### src/rtl/btn_pkg.sv
// Shared definitions for the push-button conditioning slice: channel map,
// repeat-FSM state encoding and default board timing.
package btn_pkg;

    localparam int BTN_LEFT  = 0;
    localparam int BTN_RIGHT = 1;
    localparam int BTN_FIRE1 = 2;
    localparam int BTN_FIRE2 = 3;

    // 10 ms debounce, 0.5 s first repeat, 0.1 s repeat period at 50 MHz
    localparam int DEF_DEBOUNCE_CYCLES = 500000;
    localparam int DEF_REPEAT_DELAY    = 25000000;
    localparam int DEF_REPEAT_RATE     = 5000000;

    typedef enum logic [1:0] {
        RPT_IDLE   = 2'd0,
        RPT_DELAY  = 2'd1,
        RPT_REPEAT = 2'd2
    } rpt_state_e;

    function automatic int max_int(input int a, input int b);
        if (a > b) begin
            return a;
        end else begin
            return b;
        end
    endfunction

endpackage

### src/rtl/btn_channel.sv
// One button lane: two-flop synchroniser, counter debounce, press/release
// edge pulses and an auto-repeat pulse generator.
module btn_channel
    import btn_pkg::*;
#(
    parameter int DEBOUNCE_CYCLES = DEF_DEBOUNCE_CYCLES,
    parameter int REPEAT_DELAY    = DEF_REPEAT_DELAY,
    parameter int REPEAT_RATE     = DEF_REPEAT_RATE
) (
    input  logic clk,
    input  logic rst_n,
    input  logic btn_n_raw,
    output logic btn_n_clean,
    output logic pressed,
    output logic press_pulse,
    output logic release_pulse,
    output logic repeat_pulse
);

    localparam int DB_W    = $clog2(DEBOUNCE_CYCLES);
    localparam int RPT_MAX = max_int(REPEAT_DELAY, REPEAT_RATE);
    localparam int RC_W    = $clog2(RPT_MAX);

    localparam logic [DB_W-1:0] DB_LAST    = DB_W'(DEBOUNCE_CYCLES - 1);
    localparam logic [RC_W-1:0] DELAY_LAST = RC_W'(REPEAT_DELAY - 1);
    localparam logic [RC_W-1:0] RATE_LAST  = RC_W'(REPEAT_RATE - 1);

    logic            sync_meta_r;
    logic            sync_r;
    logic            stable_r;
    logic            stable_nxt_s;
    logic [DB_W-1:0] db_cnt_r;
    logic [DB_W-1:0] db_cnt_nxt_s;
    logic            clean_r;
    logic            pressed_r;
    logic            press_pulse_r;
    logic            release_pulse_r;
    logic            repeat_pulse_r;
    logic            press_evt_s;
    logic            release_evt_s;
    rpt_state_e      state_r;
    rpt_state_e      state_nxt_s;
    logic [RC_W-1:0] rcnt_r;
    logic [RC_W-1:0] rcnt_nxt_s;
    logic            rpt_fire_s;

    // Two-flop synchroniser; idles at the released level
    always_ff @(posedge clk or negedge rst_n) begin
        if (!rst_n) begin
            sync_meta_r <= 1'b1;
            sync_r      <= 1'b1;
        end else begin
            sync_meta_r <= btn_n_raw;
            sync_r      <= sync_meta_r;
        end
    end

    // Debounce: any agreeing cycle restarts the disagreement count
    always_comb begin
        stable_nxt_s = stable_r;
        db_cnt_nxt_s = db_cnt_r;
        if (sync_r == stable_r) begin
            db_cnt_nxt_s = {DB_W{1'b0}};
        end else if (db_cnt_r == DB_LAST) begin
            stable_nxt_s = sync_r;
            db_cnt_nxt_s = {DB_W{1'b0}};
        end else begin
            db_cnt_nxt_s = db_cnt_r + DB_W'(1'b1);
        end
    end

    // Debounce state register
    always_ff @(posedge clk or negedge rst_n) begin
        if (!rst_n) begin
            stable_r <= 1'b1;
            db_cnt_r <= {DB_W{1'b0}};
        end else begin
            stable_r <= stable_nxt_s;
            db_cnt_r <= db_cnt_nxt_s;
        end
    end

    // The output stage lags stable_r by one cycle, so a mismatch marks an accepted edge
    assign press_evt_s   = clean_r & ~stable_r;
    assign release_evt_s = ~clean_r & stable_r;

    // Repeat FSM next state; an accepted release overrides any expiry
    always_comb begin
        state_nxt_s = state_r;
        rcnt_nxt_s  = rcnt_r;
        rpt_fire_s  = 1'b0;
        if (release_evt_s) begin
            state_nxt_s = RPT_IDLE;
            rcnt_nxt_s  = {RC_W{1'b0}};
        end else begin
            case (state_r)
                RPT_IDLE: begin
                    if (press_evt_s) begin
                        rpt_fire_s  = 1'b1;
                        rcnt_nxt_s  = {RC_W{1'b0}};
                        state_nxt_s = RPT_DELAY;
                    end else begin
                        rcnt_nxt_s  = {RC_W{1'b0}};
                    end
                end
                RPT_DELAY: begin
                    if (rcnt_r == DELAY_LAST) begin
                        rpt_fire_s  = 1'b1;
                        rcnt_nxt_s  = {RC_W{1'b0}};
                        state_nxt_s = RPT_REPEAT;
                    end else begin
                        rcnt_nxt_s  = rcnt_r + RC_W'(1'b1);
                    end
                end
                RPT_REPEAT: begin
                    if (rcnt_r == RATE_LAST) begin
                        rpt_fire_s = 1'b1;
                        rcnt_nxt_s = {RC_W{1'b0}};
                    end else begin
                        rcnt_nxt_s = rcnt_r + RC_W'(1'b1);
                    end
                end
                default: begin
                    state_nxt_s = RPT_IDLE;
                    rcnt_nxt_s  = {RC_W{1'b0}};
                end
            endcase
        end
    end

    // Repeat FSM state register
    always_ff @(posedge clk or negedge rst_n) begin
        if (!rst_n) begin
            state_r <= RPT_IDLE;
            rcnt_r  <= {RC_W{1'b0}};
        end else begin
            state_r <= state_nxt_s;
            rcnt_r  <= rcnt_nxt_s;
        end
    end

    // Registered outputs: level and pulses change on the same edge
    always_ff @(posedge clk or negedge rst_n) begin
        if (!rst_n) begin
            clean_r         <= 1'b1;
            pressed_r       <= 1'b0;
            press_pulse_r   <= 1'b0;
            release_pulse_r <= 1'b0;
            repeat_pulse_r  <= 1'b0;
        end else begin
            clean_r         <= stable_r;
            pressed_r       <= ~stable_r;
            press_pulse_r   <= press_evt_s;
            release_pulse_r <= release_evt_s;
            repeat_pulse_r  <= rpt_fire_s;
        end
    end

    assign btn_n_clean   = clean_r;
    assign pressed       = pressed_r;
    assign press_pulse   = press_pulse_r;
    assign release_pulse = release_pulse_r;
    assign repeat_pulse  = repeat_pulse_r;

endmodule

### src/rtl/button_conditioner_checker.sv
// Structural invariants on the conditioned button outputs.
module button_conditioner_checker #(
    parameter int NUM_BTN = 4
) (
    input logic               clk,
    input logic               rst_n,
    input logic [NUM_BTN-1:0] btn_n_clean,
    input logic [NUM_BTN-1:0] pressed,
    input logic [NUM_BTN-1:0] press_pulse,
    input logic [NUM_BTN-1:0] release_pulse,
    input logic [NUM_BTN-1:0] repeat_pulse
);

    a_level_polarity: assert property (@(posedge clk) disable iff (!rst_n)
        pressed == ~btn_n_clean);

    a_pulse_exclusive: assert property (@(posedge clk) disable iff (!rst_n)
        (press_pulse & release_pulse) == {NUM_BTN{1'b0}});

    a_press_repeats: assert property (@(posedge clk) disable iff (!rst_n)
        (press_pulse & ~repeat_pulse) == {NUM_BTN{1'b0}});

    a_press_level: assert property (@(posedge clk) disable iff (!rst_n)
        (press_pulse & ~pressed) == {NUM_BTN{1'b0}});

    a_release_level: assert property (@(posedge clk) disable iff (!rst_n)
        (release_pulse & pressed) == {NUM_BTN{1'b0}});

endmodule

### src/rtl/button_conditioner.sv
// Board push-button front end: one independent conditioning lane per button,
// outputs concatenated into game-core facing vectors.
module button_conditioner
    import btn_pkg::*;
#(
    parameter int NUM_BTN         = 4,
    parameter int DEBOUNCE_CYCLES = DEF_DEBOUNCE_CYCLES,
    parameter int REPEAT_DELAY    = DEF_REPEAT_DELAY,
    parameter int REPEAT_RATE     = DEF_REPEAT_RATE
) (
    input  logic               clk,
    input  logic               rst_n,
    input  logic [NUM_BTN-1:0] btn_n_raw,
    output logic [NUM_BTN-1:0] btn_n_clean,
    output logic [NUM_BTN-1:0] pressed,
    output logic [NUM_BTN-1:0] press_pulse,
    output logic [NUM_BTN-1:0] release_pulse,
    output logic [NUM_BTN-1:0] repeat_pulse
);

    for (genvar i = 0; i < NUM_BTN; i++) begin : g_ch
        btn_channel #(
            .DEBOUNCE_CYCLES (DEBOUNCE_CYCLES),
            .REPEAT_DELAY    (REPEAT_DELAY),
            .REPEAT_RATE     (REPEAT_RATE)
        ) u_ch (
            .clk           (clk),
            .rst_n         (rst_n),
            .btn_n_raw     (btn_n_raw[i]),
            .btn_n_clean   (btn_n_clean[i]),
            .pressed       (pressed[i]),
            .press_pulse   (press_pulse[i]),
            .release_pulse (release_pulse[i]),
            .repeat_pulse  (repeat_pulse[i])
        );
    end

    button_conditioner_checker #(
        .NUM_BTN (NUM_BTN)
    ) u_checker (
        .clk           (clk),
        .rst_n         (rst_n),
        .btn_n_clean   (btn_n_clean),
        .pressed       (pressed),
        .press_pulse   (press_pulse),
        .release_pulse (release_pulse),
        .repeat_pulse  (repeat_pulse)
    );

endmodule
### config.mk
export PLATFORM = sky130hd
export DESIGN_NAME = button_conditioner
export DESIGN_NICKNAME = d
export VERILOG_FILES = /design/src/rtl/btn_pkg.sv /design/src/rtl/btn_channel.sv /design/src/rtl/button_conditioner_checker.sv /design/src/rtl/button_conditioner.sv
export SDC_FILE = /design/constraint.sdc
export NUM_CORES = 1
export LEC_CHECK = 0
export BUFFER_PORTS_ARGS = -buffer_cell sky130_fd_sc_hd__clkbuf_2
export CORE_MARGIN = 4
export CORE_UTILIZATION = 55
export CTS_CLUSTER_DIAMETER = 120
export DETAILED_ROUTE_END_ITERATION = 10
export PLACE_DENSITY = 0.71
export REMOVE_ABC_BUFFERS = 1
export SYNTH_ARGS = -nofsm -noshare
export SYNTH_HDL_FRONTEND = slang
export SYNTH_HIERARCHICAL = 1
export SYNTH_SLANG_ARGS = --single-unit
### constraint.sdc
create_clock -name clk -period 2.9 [get_ports clk]
set_input_delay 0.435 -clock clk [delete_from_list [all_inputs] [get_ports clk]]
set_output_delay 0.435 -clock clk [all_outputs]
set_load 0.05 [all_outputs]
After elaboration in Yosys (flattened, before gate mapping)
Index checks and enable logic that the tools add are counted.
{ "classes": {"bitwise": 20, "addsub": 8, "eq_ne": 36, "reduce_logical": 12, "n_mux": 60} }
{ "op_table": {"columns": ["cell", "count"], "rows": [
  ["25-bit two-way mux", 12],
  ["25-bit case mux with 2 select lines", 4],
  ["19-bit two-way mux", 8],
  ["25-bit by 1-bit adder with 25-bit output, second input constant", 4],
  ["25-bit by 23-bit equality test with 1-bit output, second input constant", 4],
  ["25-bit equality test, second input constant", 4],
  ["19-bit by 1-bit adder with 19-bit output, second input constant", 4],
  ["19-bit equality test, second input constant", 4],
  ["2-bit two-way mux", 12],
  ["3-bit by 1-bit inequality test with 1-bit output, second input constant", 8],
  ["2-bit case mux with 3 select lines", 4],
  ["1-bit two-way mux", 16],
  ["1-bit inverter", 12],
  ["1-bit case mux with 3 select lines", 4],
  ["3-bit AND reduction", 4],
  ["1-bit bitwise AND", 8],
  ["2-bit by 1-bit equality test with 1-bit output, second input constant", 4],
  ["2-bit equality test, second input constant", 4],
  ["2-bit zero test", 4],
  ["2-bit by 1-bit inequality test with 1-bit output, second input constant", 4],
  ["2-bit AND reduction", 4],
  ["1-bit equality test", 4]
]} }
{ "word_totals": {"wordCells": 180, "out_inout_bits": 20, "in_bits": 6, "regBits": 216} }

Depth between registers and ports, before layout
Gate-level depths: netlist (run 1).
{ "logic_depth": {"word_depth": 5, "depth_mapped": 8, "ltp_nobuf": 6} }

Cells and area by module
The synthesis (run 1) kept the hierarchy.
{ "modules_own_cells": {"columns": ["module", "area_per_inst_um2", "seq_area_each_um2", "cells_each", "instances"], "rows": [
  ["btn_channel (g_ch[0].u_ch ...)", 2865.2, 1356.3, 279, 3],
  ["btn_channel (g_ch[3].u_ch)", 2852.7, 1356.3, 279, 1]
]} }

Worst setup path after synthesis (run 1)
OpenSTA, ideal clock, no wires.
{ "synth_path": {"path_kind": "reg2reg", "start": "reg g_ch[0].u_ch.rcnt_r[0]", "end": "reg g_ch[0].u_ch.rcnt_r[20]", "required_ns": 2.796, "setup_time_ns": 0.104, "setup_slack_ns": 0.818, "period_less_slack_ns": 2.082, "t_arrival_ns": 1.978, "path_stages_with_launch": 9, "n_path_buf": 3, "path_cell_list": "dfrtp_1 -> ha_1 -> and4_2 -> buf_2 -> and4_1 -> clkbuf_1 -> a31o_2 -> buf_2 -> a221oi_1"} }
{ "synth_between": {"elab_chain_cells": 4, "elab_cells_between_ends": 7, "cone_classes": "add/sub: 1; eq/ne: 2; mux: 4"} }
{ "synth_lines": {"columns": ["element", "line", "source"], "rows": [
  ["from (decl)", "btn_channel.sv:43", "logic [RC_W-1:0] rcnt_r;"],
  ["from (signal assigned)", "btn_channel.sv:135", "rcnt_r <= {RC_W{1'b0}};"],
  ["from (signal assigned)", "btn_channel.sv:138", "rcnt_r <= rcnt_nxt_s;"],
  ["25-bit by 1-bit adder with 25-bit output (tied with other cells)", "btn_channel.sv:112, btn_channel.sv:120", null],
  ["25-bit two-way mux (on tied branches)", "btn_channel.sv:116, btn_channel.sv:107", null],
  ["25-bit case mux with 2 select lines (*)", "btn_channel.sv:96", "case (state_r)"],
  ["25-bit two-way mux (*)", "btn_channel.sv:92", "if (release_evt_s) begin"],
  ["via g_ch[0].u_ch.rcnt_nxt_s[20]", "btn_channel.sv:44", "logic [RC_W-1:0] rcnt_nxt_s;"]
]} }
Mark *: on every way through the listed nets, which the timed path passes. The rest lies on a longest branch.
A chain may end at the register's enable or synchronous reset.

Worst setup path in the final report (run 1)
{ "layout_path": {"start": "reg g_ch[2].u_ch.rcnt_r[0]", "end": "reg g_ch[2].u_ch.rcnt_r[24]"} }
{ "layout_between": {"elab_chain_cells": 4, "elab_cells_between_ends": 7, "cone_classes": "add/sub: 1; eq/ne: 2; mux: 4"} }
{ "layout_lines": {"columns": ["element", "line"], "rows": [
  ["from (decl)", "btn_channel.sv:43"],
  ["from (signal assigned)", "btn_channel.sv:135"],
  ["from (signal assigned)", "btn_channel.sv:138"],
  ["25-bit by 1-bit adder with 25-bit output (tied with other cells)", "btn_channel.sv:112, btn_channel.sv:120"],
  ["25-bit two-way mux (on tied branches)", "btn_channel.sv:116, btn_channel.sv:107"],
  ["25-bit case mux with 2 select lines (*)", "btn_channel.sv:96"],
  ["25-bit two-way mux (*)", "btn_channel.sv:92"],
  ["via g_ch[2].u_ch.rcnt_nxt_s[24]", "btn_channel.sv:44"]
]} }
Marks and branches as above.

==> metrics.cfg, run 1 <==
[status]
status = finished clean

[worst_setup_path]
cpMaxStageDelayCell = or4_1
r2r_setup_slack_ps = 610
reg2reg_depth = 5
slowest_delay_ps = 610
critPathRequiredTime_ps = 3300
crit_chain = ha_1 > and4_2 > nand4_1 > or4_1 > a221oi_1
crit_fanout = 11
cp.arrival_ps = 2690
regToRegEndpoint = g_ch[2].u_ch/rcnt_r[24]
crit_type = reg -> reg
r2r_start = g_ch[2].u_ch/rcnt_r[0]
startpoint_type = flip-flop
endpoint_kind = flip-flop

[synthesis]
synth_ff_type = dfrtp_1
syn-instance-count = 1116
yosysWarnings = 6
syn_area_um2 = 11450
ys_seq_elements = 216
synth_cell_types = 59
synth.largest_area_cell = dfrtp_1
synth_edf_count = 0
avgSynthCellArea_um2 = 10.26
synthTopCellsByArea = dfrtp_1 44%, xnor2_1 5.1%, dfstp_2 3.7%, ha_1 3.5%, a211oi_1 3.0%
ys_seq_area_share_pct = 47.39
synth_top_area_share_pct = 43.72
async_reset_ff_share_pct = 100.0

[placed_design]
place.gp.congestion = 0.8492
io_buffer_count = 25
dp_hpwl_mm = 14.79
place_area_um2 = 11800

[power]
power_mw = 6.163
ir_drop_mv = 0.4439
powerDensity_nw_per_um2 = 488.1
p_leak_nw = 4.704

[floorplanning]
chipWidth_um = 152.3
die_area_um2 = 23190
initial_core_util_pct = 56.22
die_height_um = 152.3
rows = 52
io_pins = 26
core_area_um2 = 20360

[sta]
fmaxAchievable_ghz = 0.4365
setup_viol = 0
relSlewSlack_pct = 35.39
fin_crit_sh_pct = 78.99
timing.setup.tns_ps = 0
final_max_slew_viol_count = 0
hold_viol_final = 0
final.setup_skew_ps = 10.88
rsz0062_at_grt = no
fin_crit_ps = 2291
tightest_slew_ps = 966.8

[final_layout]
diodes = 0
stdcell_area_um2 = 12630
multiInputGateArea_um2 = 5578
regArea_um2 = 5425
drive_gt1_share_pct = 12.42
fillers = 1711
area_growth_pct = 10.31
nets = 1179

[route]
routed-via-count = 8688
drt_first_pass_iters = 6
routed_wl_mm = 23.08
wl_per_cell_um = 16.15
drtIter0Drc = 598
ant_nets = 0
drc_errors = 0
vias_per_cell = 6.080

[global_routing]
grt_pass1_wl_mm = 40.78
grt_util_all_layers_pct = 19.84
gr-total-overflow = 0
grt_max_degree = 69
grt_antenna_before_repair = 0
grt_pass1_vias = 8549

[clock_tree]
clk_path_buf_depth = 3
clock_latency_ps = 520
cts.sinks = 216
path_clk_slew_ps = 60
root_buffer = clkbuf_16
ctsResizeCount = 0
post-cts-setup-buffers = 0
cts_hold_buffers = 4
cts_tree = done
htree_levels = 1
cts_inserted_buffers = 24

[hold_path]
holdPathStages = 0
hp-start = g_ch[3].u_ch/sync_meta_r
hold_path_end = g_ch[3].u_ch/sync_r
holdCritPathClass = reg -> reg

[job]
drv_cap = 0

[layout make-up]
| cell class | count | area share (%) |
|---|---|---|
| repair buffers | 43 | 2.536 |
| inverters | 50 | 1.486 |
| clock buffers | 38 | 5.737 |
| multi-input cells | 806 | 44.17 |
| flip-flops and latches | 216 | 42.96 |
| clock inverters | 6 | 0.4359 |
| well taps | 270 | 2.675 |
[cells in the final DEF, fill, tap and decap left out, types with 28 or more instances in the layout]
cell type    n
or3_1       32
xor2_1      38
dfrtp_1    200
nand4_1     41
o31ai_1     28
nand3_1     54
nand2_1     70
o21ai_0     28
nor2_1      83
a211oi_1    45
ha_1        32
xnor2_1     67
nor4_1      28
a21oi_1     36
or4_1       38
inv_1       50
[cells by family (layout without fill, tap and decap cells)]
family	after synthesis	count (layout)	share of synthesized area, %
simple gates	447	447	22.34
compound gates	218	218	14.46
flops	216	216	47.39
xor+xnor	105	105	8.033
buf+inv	94	137	3.891
fa+ha+maj	32	32	3.497
mux	4	4	0.3934
[flip-flops by register name, indices dropped and copies added (netlist names)]
register / flops
g_ch.u_ch/sync_r: 4
g_ch.u_ch/pressed: 4
g_ch.u_ch/db_cnt_r: 76
g_ch.u_ch/press_pulse: 4
g_ch.u_ch/stable_r: 4
g_ch.u_ch/state_r: 8
g_ch.u_ch/sync_meta_r: 4
g_ch.u_ch/btn_n_clean: 4
g_ch.u_ch/release_pulse: 4
g_ch.u_ch/repeat_pulse: 4
g_ch.u_ch/rcnt_r: 100
[where the power goes]
part           switching [mW]  internal [mW]  leakage, nW
Combinational          0.0918         0.0307         1.39
Clock                    1.19           1.80        0.387
Sequential             0.0179           3.04         2.93
Total                    1.30           4.86         4.70
[worst max-delay path by stage]
stage	startpoint	endpoint	slack, ps
after floorplan	g_ch[3].u_ch/rcnt_r[0]	g_ch[3].u_ch/rcnt_r[1]	420
after global placement	g_ch[3].u_ch/rcnt_r[16]	g_ch[3].u_ch/rcnt_r[24]	680
after detailed placement	g_ch[2].u_ch/rcnt_r[0]	g_ch[2].u_ch/rcnt_r[24]	650
after CTS	g_ch[2].u_ch/rcnt_r[0]	g_ch[2].u_ch/rcnt_r[24]	630
after global routing	g_ch[0].u_ch/rcnt_r[21]	g_ch[0].u_ch/rcnt_r[16]	430
final	g_ch[2].u_ch/rcnt_r[0]	g_ch[2].u_ch/rcnt_r[24]	610
[metrics by stage]
step	instances	utilization (%)	worst slack [ps]	hold slack, ps
6_report	1429	62.01	609.2	354.7
5_1_grt	1429	62.01	426.9	361.3
4_1_cts	1428	61.96	627.4	0.4021
3_5_place_dp	1380	57.94	647.1	347.8
3_3_place_gp	1380	57.94	679.9	346.8
2_1_floorplan	1072	-	422.6	139.4
[critical path, delay by kind of cell (launching register included)]
family                     cells  cell delay (ps)
AOI/OAI and AO/OA              1              270
and+or+nand+nor                3             1310
adders and majority gates      1              210
DFF                            1              390
[synthesized netlist by cell type (5+ instances only)]
| library cell | count |
|---|---|
| a22oi_1 | 13 |
| inv_1 | 50 |
| nand4_1 | 41 |
| xor2_1 | 38 |
| a21oi_1 | 36 |
| a221oi_1 | 24 |
| clkbuf_1 | 17 |
| ha_1 | 32 |
| and3_1 | 21 |
| o21ai_0 | 28 |
| o31ai_1 | 28 |
| dfstp_2 | 16 |
| nand2_1 | 70 |
| or3_1 | 32 |
| nor3_1 | 13 |
| or4_1 | 38 |
| nand3_1 | 54 |
| a211oi_1 | 45 |
| or4b_2 | 5 |
| buf_2 | 16 |
| and2_1 | 5 |
| buf_6 | 9 |
| dfrtp_1 | 200 |
| xnor2_1 | 67 |
| and4_1 | 9 |
| a221oi_2 | 9 |
| o41ai_1 | 6 |
| or2_2 | 9 |
| nor2_1 | 83 |
| or3b_2 | 5 |
| nor4b_1 | 6 |
| nor4_1 | 28 |
[metal layers]
metal | up-vias | global-route usage (%) | part of all wire [%]
li1 | 4236 | - | -
met1 | 4269 | 28.64 | 48
met2 | 148 | 32.07 | 47
met3 | 35 | 2.641 | 3.5
met4 | 0 | 4.923 | 1.5
met5 | - | 0 | 0
Power figures use the tool's default switching activity.
==> run 2: changes to the inputs <==
Settings changed: ABC_AREA from default to 1.
Clock period 2.9 ns to 2.4 ns, I/O delays scaled along.
==> run 2 against run 1 <==
Net effect:
- sequential power is 21% higher
- first-iteration DRC count grew 8.2%
- sequential share of layout area is 1.4 points lower
- non-clock buffer count is 7 lower
==> metrics.cfg, run 2 <==
[global_routing]
grt_antenna_before_repair = 0  ; unchanged
gr-total-overflow = 0  ; unchanged
grt_pass1_vias = 9024  ; +5.6%
grt_util_all_layers_pct = 19.58  ; -0.26 points
grt_max_degree = 69  ; unchanged
grt_pass1_wl_mm = 40.60  ; -0.44%

[final_layout]
nets = 1576  ; +34%
top_regs = g_ch.u_ch/rcnt_r (100), g_ch.u_ch/db_cnt_r (76), g_ch.u_ch/state_r (8)
area_growth_pct = 11.14
diodes = 0  ; unchanged
drive_gt1_share_pct = 10.56  ; -1.9 points
regArea_um2 = 5425  ; unchanged
largest_reg_flops = 100  ; unchanged
fillers = 1854  ; +8.4%
final_cell_mix = 360 x nor2_1, 291 x nand2_1, 200 x dfrtp_1
top_register = g_ch.u_ch/rcnt_r
multiInputGateArea_um2 = 5593  ; +0.27%
mostFrequentLayoutCell = nor2_1
stdcell_area_um2 = 13050  ; +3.3%

[route]
vias_per_cell = 5.064  ; -17%
wl_per_cell_um = 12.26  ; -24%
drc_errors = 0  ; unchanged
routed_wl_mm = 22.41  ; -2.9%
drtIter0Drc = 647  ; +8.2%
ant_nets = 0  ; unchanged
drt_first_pass_iters = 5  ; -1
routed-via-count = 9257  ; +6.5%

[power]
ir_drop_mv = 0.9595  ; +120%
powerDensity_nw_per_um2 = 575.8  ; +18%
p_leak_nw = 5.633  ; +20%

[synthesis]
synthAdderAreaFrac_pct = 3.411  ; -0.086 points
synth.largest_area_cell = dfrtp_1
synth_compound_area_share_pct = 2.014  ; -12 points
synth_edf_count = 0  ; unchanged
syn_area_um2 = 11740  ; +2.5%
synth_top_area_share_pct = 42.63  ; -1.1 points
avgSynthCellArea_um2 = 7.916  ; -23%
synthXorXnorAreaFrac_pct = 8.431  ; +0.40 points
yosys.area_share.simple_pct = 33.79  ; +11 points
synth_top_family_by_area = simple AND/OR/NAND/NOR gates
async_reset_ff_share_pct = 100.0  ; unchanged
yosysMostFrequentCell = nor2_1
synthMuxAreaShare_pct = 0  ; -0.39 points
ys_top_cells_by_count = 360 x nor2_1, 291 x nand2_1, 200 x dfrtp_1
yosysWarnings = 6  ; unchanged
synthTopCellsByArea = dfrtp_1 43%, nor2_1 12%, nand2_1 9.3%, xor2_1 6.3%, inv_1 5.1%
ys_seq_elements = 216  ; unchanged
syn-instance-count = 1483  ; +33%
ys_seq_area_share_pct = 46.22  ; -1.2 points
synth_ff_type = dfrtp_1
synth_cell_types = 28  ; -53%

[clock_tree]
clock_latency_ps = 520  ; about the same
htree_levels = 1  ; unchanged
clk_path_buf_depth = 3  ; unchanged
cts_tree = done
post-cts-setup-buffers = 0  ; unchanged
cts.sinks = 216  ; unchanged
cts_inserted_buffers = 25  ; +4.2%
path_clk_slew_ps = 50  ; about the same
root_buffer = clkbuf_16

[worst_setup_path]
cp.arrival_ps = 2140  ; -550 ps
crit_chain = ha_1 > nand3_1 > nor2_1 > nand3_1 > nand2_1 > nand2_1 > nand2_4 > nor2_1
endpoint_kind = flip-flop
worst-path-buf-inv = 0  ; unchanged
crit_type = reg -> reg
critPathRequiredTime_ps = 2790  ; -510 ps
startpoint_type = flip-flop
cpMaxStageDelayCell = dfrtp_1
cpLargestDelayFamily = simple AND/OR/NAND/NOR gates
slowest_delay_ps = 360  ; -250 ps
crit_fanout = 25  ; +14

[sta]
fin_hold_ws_ps = 353.9  ; -0.7600 ps
final.setup_skew_ps = 10.10  ; -0.7844 ps
tightest_slew_ps = 516.7  ; -450.1 ps
hold_viol_final = 0  ; unchanged
final_max_slew_viol_count = 0  ; unchanged
timing.setup.tns_ps = 0  ; unchanged
fin_crit_ps = 1754  ; -536.3 ps
setup_viol = 0  ; unchanged
relSlewSlack_pct = 65.55  ; +30 points
fin_crit_sh_pct = 73.10  ; -5.9 points
rsz0062_at_grt = no
fmaxAchievable_ghz = 0.5700  ; +31%

[placed_design]
place.gp.congestion = 0.9225  ; +8.6%
place_area_um2 = 12200  ; +3.4%
dp_hpwl_mm = 16.26  ; +9.9%
io_buffer_count = 25  ; unchanged

[floorplanning]
die_height_um = 154.1  ; +1.2%
initial_core_util_pct = 55.84  ; -0.38 points
die_area_um2 = 23750  ; +2.4%
rows = 53  ; +1.9%
io_pins = 26  ; unchanged
chipWidth_um = 154.1  ; +1.2%
core_area_um2 = 21020  ; +3.2%

[status]
status = finished clean

[job]
drv_cap = 0  ; unchanged

[hold_path]
holdCritPathClass = reg -> reg

[run 2: per-stage QoR]
stage	util [%]	std cells	worst slack (ps)	total power, mW
6_report	62.06	1828	645.5	7.512
5_1_grt	62.06	1828	466.8	7.820
4_1_cts	62.06	1828	628.1	7.651
3_5_place_dp	58.03	1781	674.2	3.907
3_3_place_gp	58.03	1781	740.1	3.904
2_1_floorplan	-	1475	825.8	3.797
[run 2: path summary, 6_finish.rpt]
path                                          startpoint                        to  slack, ps  depth (start not counted)
worst max-delay path              g_ch[3].u_ch/rcnt_r[0]    g_ch[3].u_ch/rcnt_r[0]        650                          8
worst min-delay path            g_ch[0].u_ch/sync_meta_r       g_ch[0].u_ch/sync_r        350                          0
worst max register to register    g_ch[3].u_ch/rcnt_r[0]    g_ch[3].u_ch/rcnt_r[0]        650                          8
worst min register to register  g_ch[0].u_ch/sync_meta_r       g_ch[0].u_ch/sync_r        350                          0
max in group asynchronous                          rst_n  g_ch[1].u_ch/db_cnt_r[3]       1290                          3
min in group asynchronous                          rst_n   g_ch[3].u_ch/rcnt_r[22]        380                          2
[run 2: timing repair]
item | in CTS | in global routing
endpoints found under the hold margin | 67 | 0
hold buffers | 5 | 0
gates resized for setup | 0 | 0
[run 2: final cells by class]
type | instances | share of cell area [%]
inverters | 168 | 4.834
repair buffers | 36 | 1.956
clock inverters | 4 | 0.5658
multi-input cells | 1091 | 42.87
clock buffers | 38 | 5.553
flip-flops and latches | 216 | 41.58
well taps | 275 | 2.637
[run 2: cells by family (layout without fill, tap and decap cells)]
family,after synthesis,count (layout)
and+or+nand+nor,907,907
adders and majority gates,32,32
DFF,216,216
xor gates and xnor gates,113,113
buffers and inverters,176,246
AOI/OAI and AO/OA,39,39
[run 2: power by group]
| group | total (mW) | internal, mW | switching (mW) |
|---|---|---|---|
| logic | 0.152 | 0.0401 | 0.112 |
| registers | 3.69 | 3.67 | 0.0173 |
| clock network | 3.67 | 2.27 | 1.40 |
[run 2: layer usage]
metal  vias to the layer above  track usage [%]  share of wire, %
li1                       4750                -                 -
met1                      4326            27.98                50
met2                       147            31.86                45
met3                        34            2.843               3.2
met4                         0            4.542               2.0
met5                         -                0                 0
==> run 3: changes to the inputs <==
Settings changed: PLACE_DENSITY 0.71 to 0.74.
Clock period 2.4 ns to 1.5 ns, I/O delays scaled along.
==> run 3 against run 2 <==
Net effect:
- the run now ends with negative setup slack left
- count of clock-buffer cells in the layout up 1
- die area unchanged
- first-iteration DRC count grew 39%
- power grew 66%
- global-route usage is 2.8 points higher
==> metrics.cfg, run 3 (synthesis results as in run 2) <==
[status]
status = finished with violations
violations = negative setup slack

[route]
vias_per_cell = 5.490  ; +8.4%
ant_nets = 0  ; unchanged
wl_per_cell_um = 16.24  ; +32%
drtIter0Drc = 901  ; +39%
drt_first_pass_iters = 7  ; +2
routed_wl_mm = 32.66  ; +46%
drc_errors = 0  ; unchanged
routed-via-count = 11040  ; +19%

[floorplanning]
die_height_um = 154.1  ; unchanged
core_area_um2 = 21020  ; unchanged
die_area_um2 = 23750  ; unchanged
chipWidth_um = 154.1  ; unchanged
io_pins = 26  ; unchanged
initial_core_util_pct = 55.84  ; unchanged
rows = 53  ; unchanged

[clock_tree]
clock_latency_ps = 540  ; +20 ps
cts.sinks = 216  ; unchanged
clk_path_buf_depth = 3  ; unchanged
path_clk_slew_ps = 70  ; +20 ps
root_buffer = clkbuf_16
htree_levels = 1  ; unchanged
cts_tree = done
cts_inserted_buffers = 25  ; unchanged

[sta]
relSlewSlack_pct = 76.83  ; +11 points
fin_crit_ps = 1693  ; -60.99 ps
rsz0062_at_grt = yes
fmaxAchievable_ghz = 0.5905  ; +3.6%
setup_viol = 105  ; +105
final.setup_skew_ps = 19.55  ; +9.452 ps
setup_ws_ps = -193.5  ; -839.0 ps
tightest_slew_ps = 346.7  ; -170.0 ps
fin_hold_ws_ps = 148.9  ; -205.0 ps
timing.setup.tns_ps = -10500  ; -10500 ps
final_max_slew_viol_count = 0  ; unchanged
fin_crit_sh_pct = 112.9  ; +40 points
hold_viol_final = 0  ; unchanged

[final_layout]
top_regs = g_ch.u_ch/rcnt_r (100), g_ch.u_ch/db_cnt_r (76), g_ch.u_ch/state_r (8)
regArea_um2 = 5456  ; +0.58%
stdcell_area_um2 = 16180  ; +24%
mostFrequentLayoutCell = nand2_1
post-route-util_pct = 76.98  ; +15 points
nets = 1755  ; +11%
drive_gt1_share_pct = 36.18  ; +26 points
top_register = g_ch.u_ch/rcnt_r
diodes = 0  ; unchanged
final_cell_mix = 239 x nand2_1, 236 x nor2_1, 175 x dfrtp_1
fillers = 1231  ; -34%
area_growth_pct = 37.86
multiInputGateArea_um2 = 7218  ; +29%
largest_reg_flops = 100  ; unchanged

[power]
powerDensity_nw_per_um2 = 769.3  ; +34%
p_leak_nw = 6.736  ; +20%
ir_drop_mv = 0.6937  ; -28%

[worst_setup_path]
crit_type = reg -> reg
critPathRequiredTime_ps = 1910  ; -880 ps
cp.arrival_ps = 2100  ; -40 ps
startpoint_type = flip-flop
endpoint_kind = flip-flop
crit_fanout = 7  ; -72%
r2r_setup_slack_ps = -190  ; -840 ps

[placed_design]
io_buffer_count = 25  ; unchanged
dp_hpwl_mm = 17.18  ; +5.6%
place_area_um2 = 13020  ; +6.7%
place.gp.congestion = 0.9397  ; +1.9%
place_ws_ps = -141.3  ; -815.5 ps

[global_routing]
grt_pass1_vias = 10010  ; +11%
grt_antenna_before_repair = 0  ; unchanged
grt_util_all_layers_pct = 22.36  ; +2.8 points
grt_pass1_wl_mm = 45.72  ; +13%
grt_max_degree = 54  ; -22%
gr-total-overflow = 0  ; unchanged

[job]
drv_cap = 0  ; unchanged

[hold_path]
holdCritPathClass = in -> async

run 3: cell count changes in the layout (fill, tap and decap cells not counted), sizes merged:
cell,change
buf,+168
clkinv,+3
clkinvlp,+1
inv,-1
nand2,+12
run 3: final cells by class:
cell class	count	area share [%]
flip-flops and latches	216	33.72
inverters	168	3.974
multi-input cells	1103	44.60
clock inverters	7	0.6340
repair buffers	203	10.38
clock buffers	39	4.562
well taps	275	2.126
run 3: worst paths after layout:
check,from,end,depth (start not counted)
min,rst_n,g_ch[2].u_ch/rcnt_r[24],2
min in group clk,btn_n_raw[2],g_ch[2].u_ch/sync_meta_r,2
max in group asynchronous,rst_n,g_ch[1].u_ch/btn_n_clean,3
min reg2reg,g_ch[0].u_ch/sync_meta_r,g_ch[0].u_ch/sync_r,0
max,g_ch[2].u_ch/rcnt_r[24],g_ch[2].u_ch/rcnt_r[16],9
max reg2reg,g_ch[2].u_ch/rcnt_r[24],g_ch[2].u_ch/rcnt_r[16],9
run 3: worst max-delay path, cell delays in order, from the launching register on:
cell     delay, ps
dfrtp_1        440
inv_1          130
nor2_1         120
nand2_1        110
nor2_2         180
nand3_2        140
nand2_4        130
nand2_8        110
nand2_8        130
nor2_1          70
run 3: timing repair:
item,in CTS,in global routing
setup endpoints to repair,131,170
hold endpoints to repair,205,0
gates cloned,10,2
gates resized for setup,76,351
setup buffers,4,56
hold buffers,5,0
pin swaps,14,111
run 3: through the flow:
stage | power, mW | std cells
after floorplan | 6.075 | 1475
after global placement | 6.278 | 1889
after detailed placement | 6.286 | 1889
after CTS | 12.47 | 1954
after global routing | 12.81 | 2011
final | 12.45 | 2011
run 3: power by group:
part           internal (mW)  leakage, nW  switching [mW]  total (mW)
combinational          0.108         3.44           0.213       0.321
sequential              5.88         2.89          0.0320        5.91
clock                   3.74        0.411            2.48        6.22
total                   9.72         6.74            2.73        12.5
run 3: per-layer routing:
layer | wire length [µm] | track usage (%)
met1 | 12990 | 30.12
met2 | 16380 | 37.81
met3 | 1796 | 2.815
met4 | 1501 | 7.191
met5 | 0 | 0
